<file path="src/rtl/cpu_pkg.sv">
// Shared definitions for the 16-bit processor front end: widths, reset PC,
// instruction field positions and the fetch FSM encoding.
package cpu_pkg;

    localparam int unsigned ADDR_W    = 16;
    localparam int unsigned DATA_W    = 16;
    localparam logic [ADDR_W-1:0] RESET_PC = 16'h0000;

    localparam int unsigned OPC_MSB   = 15;
    localparam int unsigned OPC_LSB   = 12;
    localparam int unsigned OPC_W     = OPC_MSB - OPC_LSB + 1;
    localparam int unsigned IMM_MSB   = 7;
    localparam int unsigned IMM_LSB   = 0;
    localparam int unsigned IMM_W     = IMM_MSB - IMM_LSB + 1;

    localparam int unsigned BUF_DEPTH = 2;
    localparam int unsigned CNT_W     = 2;

    typedef enum logic [1:0] {
        ST_IDLE = 2'd0,
        ST_WAIT = 2'd1,
        ST_DROP = 2'd2
    } fetch_state_e;

    typedef struct packed {
        logic [ADDR_W-1:0] pc;
        logic [DATA_W-1:0] word;
    } fetch_entry_t;

    function automatic logic [OPC_W-1:0] get_opcode(input logic [DATA_W-1:0] w);
        return w[OPC_MSB:OPC_LSB];
    endfunction

    function automatic logic [IMM_W-1:0] get_imm8(input logic [DATA_W-1:0] w);
        return w[IMM_MSB:IMM_LSB];
    endfunction

endpackage

</file>
<file path="src/rtl/fetch_buffer.sv">
// Two-entry FIFO of {pc, word} fetched instructions; flush wins over push/pop.
module fetch_buffer
    import cpu_pkg::*;
(
    input  logic               clk,
    input  logic               rst_n,
    input  logic               push_i,
    input  fetch_entry_t       push_entry_i,
    input  logic               pop_i,
    input  logic               flush_i,
    output logic [CNT_W-1:0]   count_o,
    output fetch_entry_t       head_o
);

    fetch_entry_t       mem_q [BUF_DEPTH];
    logic               rd_ptr_q, rd_ptr_d;
    logic               wr_ptr_q, wr_ptr_d;
    logic [CNT_W-1:0]   count_q, count_d;
    logic               we;

    always_comb begin
        rd_ptr_d = rd_ptr_q;
        wr_ptr_d = wr_ptr_q;
        count_d  = count_q;
        we       = 1'b0;
        if (flush_i) begin
            rd_ptr_d = 1'b0;
            wr_ptr_d = 1'b0;
            count_d  = '0;
        end else begin
            // Guards keep the pointers sane even if a caller misbehaves.
            we = push_i && (count_q != CNT_W'(BUF_DEPTH));
            if (we) begin
                wr_ptr_d = ~wr_ptr_q;
            end
            if (pop_i && (count_q != '0)) begin
                rd_ptr_d = ~rd_ptr_q;
            end
            count_d = count_q + CNT_W'(we) - CNT_W'(pop_i && (count_q != '0));
        end
    end

    always_ff @(posedge clk or negedge rst_n) begin
        if (!rst_n) begin
            rd_ptr_q <= 1'b0;
            wr_ptr_q <= 1'b0;
            count_q  <= '0;
            mem_q[0] <= '0;
            mem_q[1] <= '0;
        end else begin
            rd_ptr_q <= rd_ptr_d;
            wr_ptr_q <= wr_ptr_d;
            count_q  <= count_d;
            if (we) begin
                mem_q[wr_ptr_q] <= push_entry_i;
            end
        end
    end

    assign count_o = count_q;
    assign head_o  = mem_q[rd_ptr_q];

endmodule

</file>
<file path="src/rtl/fetch_unit.sv">
// Instruction fetch stage: issues word reads to instruction memory, queues
// returned words with their PCs and hands the head to decode; redirect flushes.
module fetch_unit
    import cpu_pkg::*;
(
    input  logic                clk,
    input  logic                rst_n,
    output logic                mem_req,
    output logic [ADDR_W-1:0]   mem_addr,
    input  logic                mem_ack,
    input  logic [DATA_W-1:0]   mem_rdata,
    input  logic                redirect,
    input  logic [ADDR_W-1:0]   redirect_pc,
    output logic                ir_valid,
    input  logic                ir_ready,
    output logic [DATA_W-1:0]   ir,
    output logic [ADDR_W-1:0]   ir_pc,
    output logic [OPC_W-1:0]    opcode,
    output logic [IMM_W-1:0]    imm8
);

    fetch_state_e       state_q, state_d;
    logic [ADDR_W-1:0]  pc_q, pc_d;
    logic               mem_req_q, mem_req_d;
    logic [ADDR_W-1:0]  mem_addr_q, mem_addr_d;

    logic               push;
    logic               flush;
    logic               pop;
    logic [CNT_W-1:0]   buf_count;
    logic [CNT_W-1:0]   occ_after_pop;
    fetch_entry_t       push_entry;
    fetch_entry_t       head;

    assign pop           = ir_valid & ir_ready;
    assign occ_after_pop = buf_count - CNT_W'(pop);
    assign push_entry    = '{pc: pc_q, word: mem_rdata};

    fetch_buffer u_buf (
        .clk          (clk),
        .rst_n        (rst_n),
        .push_i       (push),
        .push_entry_i (push_entry),
        .pop_i        (pop & ~redirect),
        .flush_i      (flush),
        .count_o      (buf_count),
        .head_o       (head)
    );

    // Next-state, PC and request logic; redirect overrides everything.
    always_comb begin
        state_d = state_q;
        pc_d    = pc_q;
        push    = 1'b0;
        flush   = 1'b0;
        unique case (state_q)
            ST_IDLE: begin
                if (redirect) begin
                    flush = 1'b1;
                    pc_d  = redirect_pc;
                end else if (occ_after_pop < CNT_W'(BUF_DEPTH)) begin
                    state_d = ST_WAIT;
                end
            end
            ST_WAIT: begin
                if (redirect) begin
                    flush   = 1'b1;
                    pc_d    = redirect_pc;
                    state_d = mem_ack ? ST_IDLE : ST_DROP;
                end else if (mem_ack) begin
                    push    = 1'b1;
                    pc_d    = pc_q + ADDR_W'(1);
                    state_d = (occ_after_pop == '0) ? ST_WAIT : ST_IDLE;
                end
            end
            ST_DROP: begin
                if (redirect) begin
                    flush = 1'b1;
                    pc_d  = redirect_pc;
                end
                if (mem_ack) begin
                    state_d = ST_IDLE;
                end
            end
            default: begin
                state_d = ST_IDLE;
            end
        endcase
        mem_req_d  = (state_d != ST_IDLE);
        // A request being discarded keeps its original address until acked.
        mem_addr_d = (state_d == ST_DROP) ? mem_addr_q : pc_d;
    end

    always_ff @(posedge clk or negedge rst_n) begin
        if (!rst_n) begin
            state_q    <= ST_IDLE;
            pc_q       <= RESET_PC;
            mem_req_q  <= 1'b0;
            mem_addr_q <= RESET_PC;
        end else begin
            state_q    <= state_d;
            pc_q       <= pc_d;
            mem_req_q  <= mem_req_d;
            mem_addr_q <= mem_addr_d;
        end
    end

    assign mem_req  = mem_req_q;
    assign mem_addr = mem_addr_q;
    assign ir_valid = (buf_count != '0);
    assign ir       = head.word;
    assign ir_pc    = head.pc;
    assign opcode   = get_opcode(head.word);
    assign imm8     = get_imm8(head.word);

endmodule
</file>
<file path="config.mk">
export PLATFORM = sky130hd
export DESIGN_NAME = fetch_unit
export DESIGN_NICKNAME = d
export VERILOG_FILES = /design/src/rtl/cpu_pkg.sv /design/src/rtl/fetch_buffer.sv /design/src/rtl/fetch_unit.sv
export SDC_FILE = /design/constraint.sdc
export NUM_CORES = 1
export LEC_CHECK = 0
export BUFFER_PORTS_ARGS = -buffer_cell sky130_fd_sc_hd__buf_2
export CAP_MARGIN = 40
export CORE_UTILIZATION = 35
export DETAILED_ROUTE_END_ITERATION = 8
export PLACE_DENSITY_LB_ADDON = 0.1
export SYNTH_ARGS = -nofsm -noshare
export SYNTH_HDL_FRONTEND = slang
export SYNTH_HIERARCHICAL = 1
export SYNTH_SLANG_ARGS = --single-unit
</file>
<file path="constraint.sdc">
create_clock -name clk -period 3.1 [get_ports clk]
set_input_delay 0 -clock clk [delete_from_list [all_inputs] [get_ports clk]]
set_output_delay 0 -clock clk [all_outputs]
set_load 0.005 [all_outputs]
</file>
==> qor.csv <==
metric,value,unit
status,"finished, final reports clean",
Area Overhead vs Synth,21.2,%
combinational power share,25.3,%
"FFs w/ async S/R, synth",100,%
Die Span Y,125,um
crit end category,flip-flop,
Num CTS Buffers,9,
largest net degree at the start of global routing,55,
Vias,3514,
standard-cell row count,44,
top cell types by occurrence after synthesis,"103 x dfrtp_1, 75 x mux2_2, 30 x mux2_4",
Mapped Cells,415,
leakage,2.97,nW
synthesized area per cell,12.7,um2
PD cells,638,nW/um2
Core Box Area,14600,um2
startpoint types,flip-flop,
Critical Path Most Common Cell,nand2_1,
DR iter-0 viols,116,
Post-DP Area,5830,um2
Slowest cell on crit path,or4b_4,
GRT Resource Usage Total,15.9,%
DR vias/cell,4.97,
Fmax,393,MHz
Final setup viols,0,
Synth Cell Area,5250,um2
Diodes inserted,0,
root buffer cell,clkbuf_16,
GP Congestion,0.749,
crit path cell chain,nand2_1 > nand2_1 > inv_1 > or4b_4 > mux2_4,
vias in the first global route,3571,
Die W,125,um
switching pwr,1.12,mW
hold crit path type,primary input to flip-flop,
Clock Latency Late Sink,0.35,ns
post-layout net count,558,
Seq cells post-synth,103,
synthesized net count,455,
# clock sinks,103,
Pint,2.94,mW
# Post-CTS Setup Buffers,0,
final hold violations,0,
MaxCap Viol Count,0,
Post-CTS Resized,0,
Clk network pwr share,29.3,%
die area,15500,um2
detailed placer's ending HPWL,8170,um
Synth cell types,56,
Setup CP Type,flip-flop to flip-flop,
Antenna Violating Nets Remaining,0,
I/O pins,99,
post-synth top area share,49.1,%
PortBufs,98,
CTS tree,built,
WL per Instance,16.7,um
top_reg_cell synth,dfrtp_1,
DRC viols,0,
Clock transition at path regs,0.06,ns
crit path time final,2.55,ns
register area share after synthesis,49.1,%
Worst slew margin,52.8,%
setup TNS,0,ns
critical path data required time,3.34,ns
DRT Pass-1 Iters,4,
Max clock buf depth,2,
largest area contributor in the netlist,dfrtp_1,
RSZ-0062 raised after global routing,false,
largest cells by area after synthesis,"dfrtp_1 49%, mux2_2 16%, mux2_4 8.6%, buf_4 1.7%, nor2_1 1.4%",
worst clock skew,0.00744,ns
initial antenna violation count,0,
finished layout cell area,6370,um2
initial core utilization,36.0,%
"Slew Viols, Final",0,
WP buf/inv,1,
Switching Share,27.6,%
critical path's largest stage delay,0.88,ns
VDD IR max,0.279,mV
share of layout cells above drive strength 1,46.3,%
Flop pwr share,45.5,%
Worst-Margin Slew,0.708,ns
"delay-heaviest family, CP",simple AND/OR/NAND/NOR gates,
grt ovf,0,
htree depth,3,
wire length of the first global-routing pass,19500,um
hold buffer count at CTS,22,
WL final,11800,um
Tcrit/Tclk final,82.1,%
top-count cell post-synth,dfrtp_1,
synth warn,6,
Worst Path Arrival,2.78,ns
Post-synth EDFFs,0,
crit-path max FO,32,
[state kept, by name (all words and copies together) (netlist names)]
signal and flops:
pc_q 16, u_buf/wr_ptr_q 1, state_q 2, mem_req 1
u_buf/count_o 2, u_buf/rd_ptr_q 1, u_buf/mem_q 64, mem_addr 16
[tightest hold or removal path, cell delays in order]
cell	delay, ns
buf_2	0.09
a21oi_1	0.07
o221ai_2	0.16
[power groups by stage]
stage | Combinational (mW) | Clock [mW] | Sequential [mW]
6_report | 1.03 | 1.19 | 1.85
5_1_grt | 1.13 | 1.28 | 1.90
4_1_cts | 1.05 | 1.24 | 1.85
3_5_place_dp | 1.03 | 0 | 1.87
3_3_place_gp | 1.01 | 0 | 1.86
2_1_floorplan | 0.717 | 0 | 1.80
[logic make-up after synthesis]
family / synth area share, %
AO/OA/AOI/OAI: 7.07
XOR/XNOR: 1.50
adder cells (fa/ha/maj): 0.715
buffers and inverters: 4.98
flip-flops: 49.1
multiplexers: 27.1
AND/OR/NAND/NOR: 9.62
[routing by layer]
layer	vias to the layer above	GRT usage [%]	part of all wire [%]
met2	82	25.0	46
li1	1693	-	-
met5	-	0	0
met1	1728	21.7	49
met3	11	3.44	3.6
met4	0	5.32	1.5
[worst paths after layout]
path / startpoint / end / slack [ns] / cells past startpoint
worst max-delay path: state_q[0]$_DFF_PN0_ / u_buf/mem_q[9]$_DFFE_PN0P_ / 0.55 / 5
worst min-delay path: redirect_pc[13] / pc_q[13]$_DFF_PN0_ / 0.02 / 3
worst max register to register: state_q[0]$_DFF_PN0_ / u_buf/mem_q[9]$_DFFE_PN0P_ / 0.55 / 5
worst min register to register: mem_addr[0]$_DFFE_PN0P_ / mem_addr[0]$_DFFE_PN0P_ / 0.48 / 2
max in group asynchronous: rst_n / pc_q[10]$_DFF_PN0_ / 2.13 / 3
min in group asynchronous: rst_n / u_buf/mem_q[11]$_DFFE_PN0P_ / 0.24 / 2
[layout by cell type (no fill, tap or decap), types with 3 or more instances in the layout]
| cell | count |
|---|---|
| a21oi_1 | 11 |
| a21oi_2 | 3 |
| and3_1 | 3 |
| buf_2 | 97 |
| buf_4 | 9 |
| clkbuf_16 | 9 |
| clkbuf_8 | 3 |
| dfrtp_1 | 103 |
| dlygate4sd3_1 | 22 |
| ha_1 | 3 |
| inv_1 | 6 |
| mux2_1 | 5 |
| mux2_2 | 75 |
| mux2_4 | 30 |
| mux2i_1 | 7 |
| nand2_1 | 19 |
| nand2b_1 | 4 |
| nand3_1 | 3 |
| nand4_1 | 6 |
| nor2_1 | 20 |
| nor3_1 | 6 |
| nor4_4 | 4 |
| o21a_1 | 3 |
| o21ai_0 | 8 |
| o22ai_1 | 7 |
| o31ai_1 | 5 |
| or3_1 | 3 |
| xnor2_1 | 7 |
[per-stage QoR]
step                utilization, %  setup slack (ns)  power (mW)  instances  hold slack, ns
floorplan                        -             0.887        2.51        415          -0.296
CTS                           43.6             0.559        4.14        707         0.00838
global route                  43.6             0.423        4.31        707          0.0497
global placement              40.0             0.638        2.87        669           0.101
detailed placement            40.0             0.569        2.90        669           0.104
finish                        43.6             0.554        4.06        707          0.0159
[cell type report]
type	count	area, um2
well taps	184	230
inverters	8	30.0
multi-input cells	267	2420
repair buffers	129	793
flip-flops and latches	103	2580
clock buffers	14	274
clock inverters	2	37.5
fillers	1349	8220
No activity file was read; power rests on OpenSTA's default activity.
